===== src/rtl/imem_fetch_ctrl.sv =====
// Fetch controller: owns the PC and feeds a 2-entry {pc,instr} queue to decode. Start and redirect each cost 1 bubble, then 1 instr/cycle.
// A full queue with no pop stalls fetch and holds the PC. FETCH_BOUNDS_CHECK_EN enables the legal-PC check and the FAULT state.
module imem_fetch_ctrl #(
  parameter logic [63:0] PC_RESET   = 64'd0,
  parameter int          IMEM_BYTES = 512
) (
  input  logic        clk,
  input  logic        rst_n,
  input  logic        fetch_en,
  output logic [63:0] imem_addr,
  input  logic [31:0] imem_rdata,
  input  logic        redirect_valid,
  input  logic [63:0] redirect_pc,
  output logic        out_valid,
  input  logic        out_ready,
  output logic [31:0] out_instr,
  output logic [63:0] out_pc,
  output logic        fault
);

  typedef enum logic [1:0] {
    S_IDLE  = 2'd0,
    S_RUN   = 2'd1,
    S_FAULT = 2'd2
  } state_t;

  state_t      r_state;
  state_t      w_state_nxt;
  logic [63:0] r_pc;
  logic [63:0] r_q_pc    [2];
  logic [31:0] r_q_instr [2];
  logic [1:0]  r_count;
  logic        w_pc_legal;
  logic        w_redir_legal;
  logic        w_pop;
  logic        w_enq;

`ifdef FETCH_BOUNDS_CHECK_EN
  localparam logic [63:0] LAST_PC = 64'(IMEM_BYTES - 4);
  logic r_fault;

  assign w_pc_legal    = (r_pc[1:0] == 2'b00) && (r_pc <= LAST_PC);
  assign w_redir_legal = (redirect_pc[1:0] == 2'b00) && (redirect_pc <= LAST_PC);
  assign fault         = r_fault;

  always_ff @(posedge clk) begin
    if (!rst_n) begin
      r_fault <= 1'b0;
    end else if (redirect_valid) begin
      r_fault <= !w_redir_legal;
    end else if (r_state == S_RUN && !w_pc_legal) begin
      r_fault <= 1'b1;
    end
  end
`else
  assign w_pc_legal    = 1'b1;
  assign w_redir_legal = 1'b1;
  assign fault         = 1'b0;
`endif

  assign imem_addr = r_pc;
  assign out_valid = (r_count != 2'd0);
  assign out_pc    = r_q_pc[0];
  assign out_instr = r_q_instr[0];
  assign w_pop     = out_valid && out_ready;
  assign w_enq     = (r_state == S_RUN) && !redirect_valid && w_pc_legal &&
                     ((r_count < 2'd2) || w_pop);

  always_comb begin
    w_state_nxt = r_state;
    if (redirect_valid) begin
      if (!w_redir_legal) w_state_nxt = S_FAULT;
      else                w_state_nxt = fetch_en ? S_RUN : S_IDLE;
    end else begin
      case (r_state)
        S_IDLE:  if (fetch_en) w_state_nxt = S_RUN;
        S_RUN: begin
          if (!w_pc_legal)    w_state_nxt = S_FAULT;
          else if (!fetch_en) w_state_nxt = S_IDLE;
        end
        S_FAULT: w_state_nxt = S_FAULT;
        default: w_state_nxt = S_IDLE;
      endcase
    end
  end

  always_ff @(posedge clk) begin
    if (!rst_n) begin
      r_state <= S_IDLE;
      r_pc    <= PC_RESET;
    end else begin
      r_state <= w_state_nxt;
      if (redirect_valid) r_pc <= redirect_pc;
      else if (w_enq)     r_pc <= r_pc + 64'd4;
    end
  end

  // Head is slot 0; on pop+enqueue the later write to slot 0 wins when only one entry was held.
  always_ff @(posedge clk) begin
    if (!rst_n) begin
      r_count      <= 2'd0;
      r_q_pc[0]    <= 64'd0;
      r_q_pc[1]    <= 64'd0;
      r_q_instr[0] <= 32'd0;
      r_q_instr[1] <= 32'd0;
    end else if (redirect_valid) begin
      r_count <= 2'd0;
    end else begin
      if (w_pop) begin
        r_q_pc[0]    <= r_q_pc[1];
        r_q_instr[0] <= r_q_instr[1];
      end
      if (w_enq) begin
        if (r_count == 2'd0 || (r_count == 2'd1 && w_pop)) begin
          r_q_pc[0]    <= r_pc;
          r_q_instr[0] <= imem_rdata;
        end else begin
          r_q_pc[1]    <= r_pc;
          r_q_instr[1] <= imem_rdata;
        end
      end
      r_count <= r_count + 2'(w_enq) - 2'(w_pop);
    end
  end

endmodule

===== config.mk =====
export PLATFORM = sky130hd
export DESIGN_NAME = imem_fetch_ctrl
export DESIGN_NICKNAME = d
export VERILOG_FILES = /design/src/rtl/imem_fetch_ctrl.sv
export SDC_FILE = /design/constraint.sdc
export NUM_CORES = 1
export LEC_CHECK = 0
export BUFFER_PORTS_ARGS = -buffer_cell sky130_fd_sc_hd__clkbuf_2
export CAP_MARGIN = 20
export CORE_MARGIN = 5
export CORE_UTILIZATION = 50
export DETAILED_ROUTE_END_ITERATION = 10
export PLACE_DENSITY = 0.7
export SLEW_MARGIN = 20
export SYNTH_ARGS = -nofsm -noshare
export SYNTH_HDL_FRONTEND = slang
export SYNTH_SLANG_ARGS = --single-unit

===== constraint.sdc =====
create_clock -name clk -period 20.8 [get_ports clk]
set_input_delay 4.16 -clock clk [delete_from_list [all_inputs] [get_ports clk]]
set_output_delay 4.16 -clock clk [all_outputs]
set_load 0.02 [all_outputs]

==> impl_metrics.py, run 1 <==
metrics = {
    "route": {
        "drc": 0,
        "avgViaCountPerCell": 5.76,
        "wl_per_cell_um": 20.0,
        "ant_nets": 0,
        "first_pass_iters": 5,
        "wirelength_mm": 35.2,
        "dr.first_iter.drc_count": 1175,
        "vias": 10200,
    },
    "worst_setup_path": {
        "cpMaxStageDelayCell": "clkinv_2",
        "end_kind": "flop",
        "rr_startpoint": "r_state[1]",
        "start_kind": "input pin",
        "rr_endpoint": "imem_addr[11]",
        "cp_max_fo": 72,
        "rrSetupSlack_ps": 17430,
        "cp_data_arrival_time_ps": 7610,
        "worst-r2r-cell-count": 8,
        "cp_cell_sequence": "clkbuf_2 > buf_4 > nor2_1 > and3_1 > buf_4 > clkinv_2 > nand2_1 > o21ai_0 > a221oi_1 > nor2_1",
        "cpPeakStageDelay_ps": 850,
        "setup.worst_path.class": "input pin to flop",
        "crit_required_ps": 21190,
    },
    "grt": {
        "grt-ovfl-total": 0,
        "grt.total_usage_pct": 22.9,
        "grt_max_degree": 97,
        "grt_pass1_vias": 9504,
        "grt_pass1_wl_mm": 53.5,
        "antenna_found_initial": 0,
    },
    "min_path": {
        "hp-class": "flop to flop",
        "hold_depth": 1,
        "min_to": "r_state[1]",
        "min-delay-start": "r_state[0]",
    },
    "placed_design": {
        "dp_slack_ps": 13280,
        "gp_congestion": 0.897,
        "dpl_cell_area_sq_um": 13500,
        "port_buffers": 261,
        "dpl.hpwl_mm": 22.7,
    },
    "floorplan": {
        "io_pins": 263,
        "core_sq_um": 25200,
        "initial_utilization_pct": 50.8,
        "die_h_um": 170,
        "die-area_sq_um": 28900,
        "rows": 58,
        "die_w_um": 170,
    },
    "sta": {
        "timing.final.crit_share_pct": 34.7,
        "rsz0062_at_grt": "no",
        "slew_violations": 0,
        "maxClockFrequency_ghz": 0.139,
        "setup-tns-final_ps": 0,
        "setup_viol": 0,
        "relSlewSlack_pct": 30.8,
        "tightest_slew_ps": 1040,
        "timing.final.ws_setup_ps": 13580,
        "hold_viol_final": 0,
        "fin_crit_ps": 7220,
        "fin_skew_ps": 15.0,
    },
    "logic_synthesis": {
        "yosys_warnings": 0,
        "yosysTopAreaCell": "edfxtp_1",
        "ys_seq_area_share_pct": 55.7,
        "syn-instance-count": 1298,
        "syn_area_sq_um": 12800,
        "ys_ff_latch": 260,
        "yosys_most_used_dff": "edfxtp_1",
        "synth_area_leaders": "edfxtp_1 (45%), dfxtp_1 (11%), nand2_1 (7.1%)",
        "ys_top_cells_by_count": "nand2_1 (243), edfxtp_1 (192), a21oi_1 (166)",
        "synth_edf_count": 192,
        "async_flop_share_pct": 0,
        "netlist.area_leader.share_pct": 45.1,
        "syn_avg_cell_area_sq_um": 9.86,
        "synth.most_common_cell": "nand2_1",
        "synth_nets": 1402,
        "ys_types": 58,
    },
    "finish": {
        "n_antenna_cell": 0,
        "final_area_sq_um": 14400,
        "fin_nets": 1516,
        "synthToLayoutAreaGrowth_pct": 12.7,
        "drive_gt1_share_pct": 24.1,
    },
    "cts": {
        "postCtsSetupRepairBufs": 0,
        "h-tree-depth": 1,
        "cts-resized-gates": 0,
        "clock_sinks": 260,
        "cts_tree": "built",
        "clk_pin_slew_ps": 60,
        "hold_buffers": 0,
        "cts_buffer_depth": 3,
        "cts_inserted_buffers": 28,
        "insertion_delay_ps": 540,
        "cts-root-buf": "clkbuf_16",
    },
    "power": {
        "p_leak_nw": 5.55,
        "peakVddDrop_v": 0.0000565,
        "powerDensity_nw_per_um2": 81.9,
        "finalPower_mw": 1.18,
    },
    "run": {
        "cap_violations": 0,
    },
    "run_status": {
        "status": "finished clean",
    },
}
==> layout by cell type, fill, tap and decap left out, types with 4 or more instances in the layout <==
cell type and n:
o211ai_1 6, nor2b_1 87, and3_1 27, nor2_1 52
nor3_1 27, inv_1 13, mux2i_1 4, xnor2_1 11
nor4_1 14, and4_1 5, clkbuf_2 261, nor3_2 5
o21ai_0 25, o21ai_1 8, clkbuf_1 6, a21oi_1 166
dfxtp_1 68, clkinv_2 11, o21a_1 8, edfxtp_1 192
nand2_1 242, nand3_1 25, a32oi_1 4, clkbuf_16 29
a221oi_1 8, clkinv_1 6, a31oi_1 12, nand4_1 21
a22oi_1 9, buf_4 9, o22ai_1 10, and2_1 5
==> final cells by class <==
cell class              count  area, sq um
clock buffers              35          748
clock inverters            17          103
fillers                  2248        10800
inverters                  15         60.1
multi-input cells         835         4550
flip-flops and latches    260         7130
well taps                 330          413
repair buffers            272         1420
==> state kept, by name, summed over array words and instances (netlist names) <==
signal and cells:
r_q_pc 128, imem_addr 64, r_q_instr 64, r_count 2
r_state 2
==> stage by stage <==
step                      utilization, %  instances  hold WS, ps
final                               57.3       1764          422
after global routing                57.3       1764          442
after global placement              53.7       1710          399
after CTS                           57.2       1763          422
after detailed placement            53.8       1711          420
after floorplan                        -       1298          391
==> how the worst max path moves through the flow <==
| stage | start | endpoint | slack [ps] |
|---|---|---|---|
| 6_report | redirect_valid | imem_addr[11] | 13580 |
| 5_1_grt | redirect_valid | imem_addr[21] | 13380 |
| 4_1_cts | redirect_valid | imem_addr[11] | 13800 |
| 3_5_place_dp | redirect_valid | imem_addr[11] | 13280 |
| 3_3_place_gp | redirect_valid | imem_addr[11] | 13230 |
| 2_1_floorplan | redirect_valid | r_q_instr[0][32] | 8220 |
==> critical path, delay by kind of cell <==
family / cells / cell delay [ps]
AND/OR/NAND/NOR: 4 / 1230
AO/OA/AOI/OAI: 2 / 530
buffers and inverters: 4 / 1660
==> power breakdown <==
part	total [mW]	internal (mW)	leakage [nW]	switching (mW)
Combinational	0.109	0.0354	2.57	0.0735
Sequential	0.605	0.582	2.55	0.0225
Clock	0.467	0.266	0.427	0.201
==> layer usage <==
metal	GRT usage (%)	part of all wire (%)	vias up
met3	4.53	8.8	61
met4	6.74	2.7	0
met2	35.7	46	465
met5	0	0	-
li1	-	-	4741
met1	32.9	43	4891
==> cell families after synthesis <==
family / share of synthesized area [%]
AND/OR/NAND/NOR: 21.5
flip-flops: 55.7
AO/OA/AOI/OAI: 12.1
XOR/XNOR: 0.890
multiplexers: 0.489
adder cells (fa/ha/maj): 0.293
other: 0.0293
buffers and inverters: 9.06
No activity file was read; power rests on OpenSTA's default activity.
==> run 2, diff against run 1 <==
- ABC_AREA: unset -> 1
- PLACE_DENSITY: 0.7 -> 0.69
- clock period: 20.8 -> 7.4 ns (I/O delays scaled with it)
==> run 2 against run 1 <==
Net effect:
- non-clock buffer count down 1
- critical path type unchanged
- hold slack better by 62 ps
- clock skew grew 11 ps
- critical path depth is 2 lower
- count of clock-buffer cells in the layout rose by 8
- synthesized cell count up 14%
- highest routed layer unchanged
- first-iteration DRC count fell by 18%
- utilization down 0.67 points
- sequential power rose to 2.8 times the previous value
- largest cell class unchanged
==> impl_metrics.py, run 2 <==
metrics = {
    "run_status": {
        "status": "finished clean",
    },
    "power": {
        "pwr-share-seq_pct": 49.7,
        "peakVddDrop_v": 0.000204,
        "p_switching_uw": 870,
        "clockPowerShare_pct": 40.0,
        "p_leak_nw": 5.90,
        "switching_share_pct": 25.5,
        "combinationalPowerShare_pct": 10.3,
        "powerDensity_nw_per_um2": 225,
        "p_int_mw": 2.54,
        "finalPower_mw": 3.41,
    },
    "route": {
        "avgViaCountPerCell": 5.35,
        "wirelength_mm": 36.1,
        "first_pass_iters": 6,
        "wl_per_cell_um": 18.3,
        "ant_nets": 0,
        "drc": 0,
        "dr.first_iter.drc_count": 966,
        "vias": 10600,
    },
    "sta": {
        "setup_viol": 0,
        "timing.final.ws_setup_ps": 3210,
        "fin_crit_ps": 4190,
        "hold_viol_final": 0,
        "maxClockFrequency_ghz": 0.238,
        "timing.final.crit_share_pct": 56.7,
        "setup-tns-final_ps": 0,
        "tightest_slew_ps": 1030,
        "relSlewSlack_pct": 31.0,
        "fin_skew_ps": 26.4,
        "slew_violations": 0,
        "rsz0062_at_grt": "no",
    },
    "worst_setup_path": {
        "cp_cell_sequence": "clkbuf_2 > inv_2 > nor2_4 > inv_2 > nor2_4 > a21oi_1 > nand2_8 > buf_4",
        "critical_path.top_delay_family": "buffers and inverters",
        "rr_startpoint": "r_count[1]",
        "worst-r2r-cell-count": 8,
        "rr_endpoint": "r_q_pc[0][57]",
        "cpPeakStageDelay_ps": 850,
        "setup.worst_path.class": "input pin to flop",
        "end_kind": "flop",
        "rrSetupSlack_ps": 4560,
        "cp_max_fo": 74,
        "cpMaxStageDelayCell": "inv_2",
        "crit_required_ps": 7680,
        "start_kind": "input pin",
        "cp_data_arrival_time_ps": 4480,
        "critical_path_buf_inv_count": 4,
    },
    "placed_design": {
        "port_buffers": 261,
        "dp_slack_ps": 2540,
        "dpl.hpwl_mm": 25.7,
        "gp_congestion": 0.937,
    },
    "run": {
        "cap_violations": 0,
    },
    "cts": {
        "hold_buffers": 0,
        "h-tree-depth": 1,
        "cts_buffer_depth": 3,
        "clock_sinks": 260,
        "cts_tree": "built",
        "cts_inserted_buffers": 28,
        "cts-resized-gates": 0,
        "clk_pin_slew_ps": 60,
        "postCtsSetupRepairBufs": 0,
        "insertion_delay_ps": 550,
        "cts-root-buf": "clkbuf_16",
    },
    "grt": {
        "antenna_found_initial": 0,
        "grt_pass1_wl_mm": 55.8,
        "grt-ovfl-total": 0,
        "grt_pass1_vias": 10100,
        "grt.total_usage_pct": 22.9,
        "grt_max_degree": 193,
    },
    "floorplan": {
        "initial_utilization_pct": 50.4,
        "die_w_um": 174,
        "die_h_um": 174,
        "rows": 60,
        "io_pins": 263,
        "core_sq_um": 26800,
        "die-area_sq_um": 30400,
    },
    "logic_synthesis": {
        "syn_area_sq_um": 13500,
        "yosys_warnings": 0,
        "ys_seq_area_share_pct": 52.8,
        "synth.most_common_cell": "nor2_1",
        "ys_types": 36,
        "async_flop_share_pct": 0,
        "ys_top_cells_by_count": "nor2_1 (305), nand2_1 (244), edfxtp_1 (192)",
        "yosysTopAreaCell": "edfxtp_1",
        "yosys_most_used_dff": "edfxtp_1",
        "ys_ff_latch": 260,
        "syn_avg_cell_area_sq_um": 9.13,
        "synth_edf_count": 192,
        "synth_area_leaders": "edfxtp_1 (43%), dfxtp_1 (10%), nor2_1 (8.5%)",
        "syn-instance-count": 1478,
        "synth_nets": 1582,
        "netlist.area_leader.share_pct": 42.7,
    },
    "finish": {
        "fillCellCount": 2458,
        "top_register": "r_q_pc",
        "final_util_pct": 56.6,
        "n_antenna_cell": 0,
        "final_common_cell": "nor2_1",
        "drive_gt1_share_pct": 24.4,
        "synthToLayoutAreaGrowth_pct": 12.5,
        "largest_register_ffs": 128,
        "fin_nets": 1719,
        "final_cell_mix": "nor2_1 (305), clkbuf_2 (261), nand2_1 (242), edfxtp_1 (192), inv_1 (147)",
    },
    "min_path": {
        "min-delay-start": "r_state[1]",
        "hp-class": "flop to flop",
        "hold_depth": 2,
        "min_to": "r_state[1]",
    },
}
-- run 2: cell types whose count changed in the layout (fill, tap and decap cells not counted), sizes merged, moves of 30 or more --
cell | previous run | this run
a22oi | 10 | 40
nor2b | 87 | 0
nand3 | 27 | 68
inv | 14 | 151
nor3 | 33 | 3
a211oi | 0 | 96
and3 | 31 | 0
nor2 | 53 | 307
a21oi | 166 | 49
-- run 2: logic make-up (layout without fill, tap and decap cells) --
logic type / after synthesis / in the layout / share of synthesized area (%)
flip-flops: 260 / 260 / 52.8
adder cells (fa/ha/maj): 3 / 3 / 0.278
AO/OA/AOI/OAI: 250 / 250 / 15.0
other: 1 / 1 / 0.0278
XOR/XNOR: 10 / 10 / 0.649
AND/OR/NAND/NOR: 639 / 639 / 18.9
buffers and inverters: 315 / 473 / 12.3
-- run 2: area by class of cell --
class	count	area, sq um	share of cell area, %
Timing Repair Buffer	271	1430	9.40
Tap cell	341	427	2.81
Clock buffer	43	788	5.19
Multi-Input combinational cell	903	4740	31.2
Inverter	151	567	3.74
Sequential cell	260	7130	47.0
Clock inverter	8	97.6	0.643
-- run 2: power by group through the flow --
stage	logic [mW]	clock network (mW)	registers [mW]
global route	0.382	1.45	1.70
CTS	0.352	1.39	1.70
floorplan	0.237	0	1.74
detailed placement	0.350	0	1.73
finish	0.351	1.37	1.70
global placement	0.346	0	1.72
-- run 2: worst max-delay path by stage --
stage | from | endpoint | slack, ps | depth (start not counted)
2_1_floorplan | redirect_valid | r_q_instr[0][0] | 2400 | 9
3_3_place_gp | rst_n | r_q_pc[0][56] | 2650 | 8
3_5_place_dp | rst_n | r_q_pc[0][51] | 2540 | 8
4_1_cts | rst_n | r_q_pc[0][51] | 3070 | 8
5_1_grt | rst_n | r_q_pc[0][56] | 3000 | 8
6_report | rst_n | r_q_pc[0][57] | 3210 | 8
-- run 2: per-stage QoR --
step | hold slack, ps | instance area [sq um] | cells
finish | 484 | 15200 | 1977
global route | 521 | 15200 | 1977
CTS | 483 | 15200 | 1976
detailed placement | 464 | 14300 | 1925
global placement | 464 | 14300 | 1925
floorplan | 447 | 13500 | 1478
-- run 2: tightest hold or removal path: stages (launching register included) --
cell     delay [ps]
dfxtp_1         330
nand2_1          70
nor2_1           40
-- run 2: per-layer routing --
layer	part of all wire [%]	GRT usage, %	routed length (um)
met1	43	31.7	15600
met2	46	36.3	16500
met3	8.0	4.52	2900
met4	3.1	7.46	1100
met5	0	0	0
==> run 3, diff against run 2 <==
- ABC_AREA: 1 -> 0
- PLACE_DENSITY: 0.69 -> 0.73
- clock period: 7.4 -> 3.75 ns (I/O delays scaled with it)
==> run 3 against run 2 <==
Net effect:
- sequential power increased by 97%
- setup slack got worse by 2100 ps
- critical path depth down 1
- critical path type is now flop to flop
==> impl_metrics.py, run 3 (synthesis gave the netlist of run 1 again) <==
metrics = {
    "sta": {
        "tightest_slew_ps": 1130,
        "hold_viol_final": 0,
        "timing.final.crit_share_pct": 71.4,
        "setup-tns-final_ps": 0,
        "slew_violations": 0,
        "maxClockFrequency_ghz": 0.374,
        "relSlewSlack_pct": 24.8,
        "fin_crit_ps": 2680,
        "rsz0062_at_grt": "no",
        "fin_skew_ps": 10.8,
        "setup_viol": 0,
    },
    "route": {
        "first_pass_iters": 5,
        "wirelength_mm": 34.8,
        "drc": 0,
        "avgViaCountPerCell": 5.79,
        "ant_nets": 0,
        "vias": 10300,
        "dr.first_iter.drc_count": 1186,
        "wl_per_cell_um": 19.7,
    },
    "finish": {
        "top_register": "r_q_pc",
        "drive_gt1_share_pct": 24.5,
        "final_cell_mix": "clkbuf_2 (261), nand2_1 (242), edfxtp_1 (192), a21oi_1 (166), nor2b_1 (87)",
        "final_common_cell": "clkbuf_2",
        "n_antenna_cell": 0,
        "largest_register_ffs": 128,
        "fin_nets": 1525,
        "synthToLayoutAreaGrowth_pct": 13.8,
        "fin_cells": 1773,
    },
    "grt": {
        "grt-ovfl-total": 0,
        "grt_max_degree": 145,
        "grt_pass1_vias": 9867,
        "antenna_found_initial": 1,
        "grt.total_usage_pct": 23.1,
        "grt_pass1_wl_mm": 54.2,
    },
    "worst_setup_path": {
        "end_kind": "flop",
        "start_kind": "flop",
        "cp_data_arrival_time_ps": 3080,
        "worst-r2r-cell-count": 7,
        "rrSetupSlack_ps": 1070,
        "setup.worst_path.class": "flop to flop",
        "crit_required_ps": 4160,
        "cp_max_fo": 13,
    },
    "floorplan": {
        "die_h_um": 170,
        "io_pins": 263,
        "core_sq_um": 25200,
        "rows": 58,
        "die_w_um": 170,
        "die-area_sq_um": 28900,
        "initial_utilization_pct": 50.8,
    },
    "placed_design": {
        "placed_cells": 1721,
        "gp_congestion": 0.858,
        "port_buffers": 261,
        "dpl.hpwl_mm": 23.3,
    },
    "run_status": {
        "status": "finished clean",
    },
    "power": {
        "finalPower_mw": 6.76,
        "peakVddDrop_v": 0.000311,
        "p_leak_nw": 5.63,
        "powerDensity_nw_per_um2": 464,
    },
    "cts": {
        "cts_buffer_depth": 3,
        "postCtsSetupRepairBufs": 0,
        "cts_tree": "built",
        "insertion_delay_ps": 540,
        "cts_inserted_buffers": 28,
        "cts-resized-gates": 0,
        "cts-root-buf": "clkbuf_16",
        "clk_pin_slew_ps": 60,
        "hold_buffers": 0,
        "clock_sinks": 260,
        "h-tree-depth": 1,
    },
    "min_path": {
        "hp-class": "flop to flop",
        "hold_depth": 1,
    },
    "run": {
        "cap_violations": 0,
    },
}
## run 3: cell types whose count changed in the layout (fill, tap and decap cells not counted), sizes merged, moves of 16 or more
cell | before | now
nor2 | 307 | 53
inv | 151 | 15
a21oi | 49 | 166
a211oi | 96 | 0
nor2b | 0 | 87
nand3 | 68 | 27
and3 | 0 | 31
a22oi | 40 | 10
nor3 | 3 | 33
nor4 | 1 | 18
o21ai | 50 | 34
## run 3: area by class of cell
class / instances / area, sq um
clock buffers: 35 / 748
well taps: 330 / 413
clock inverters: 17 / 176
multi-input cells: 835 / 4550
flip-flops and latches: 260 / 7130
repair buffers: 281 / 1490
fillers: 2207 / 10600
inverters: 15 / 56.3
## run 3: layer usage
metal / global-route usage [%] / wire length, um
met5: 0 / 13
met4: 8.65 / 1310
met3: 4.97 / 3310
met2: 36.8 / 15900
met1: 31.5 / 14300
## run 3: path summary, 6_finish.rpt
check,startpoint,end
worst min register to register,r_state[0],r_state[1]
worst min-delay path,r_state[0],r_state[1]
worst max register to register,imem_addr[2],imem_addr[62]
worst max-delay path,imem_addr[2],imem_addr[62]
## run 3: report_power, final
group | switching [mW] | leakage, nW | total (mW) | internal (mW)
Clock | 1.12 | 0.455 | 2.79 | 1.68
Sequential | 0.122 | 2.55 | 3.35 | 3.23
Combinational | 0.409 | 2.62 | 0.612 | 0.204
## run 3: per-stage QoR
| stage | setup WS, ps | area, sq um | hold WS (ps) | util, % |
|---|---|---|---|---|
| 5_1_grt | 956 | 14600 | 436 | 57.9 |
| 6_report | 1070 | 14600 | 422 | 57.9 |
| 3_3_place_gp | 823 | 13600 | 431 | 54.2 |
| 4_1_cts | 1130 | 14600 | 431 | 57.9 |
| 2_1_floorplan | 26.4 | 12800 | 391 | - |
| 3_5_place_dp | 778 | 13600 | 429 | 54.2 |
## run 3: critical path, stage by stage (launching register included)
cell     delay (ps)
dfxtp_1         530
ha_1            240
and3_1          210
and3_1          490
nand4_1         410
o41a_1          440
o21ai_1         150
a21oi_1          80
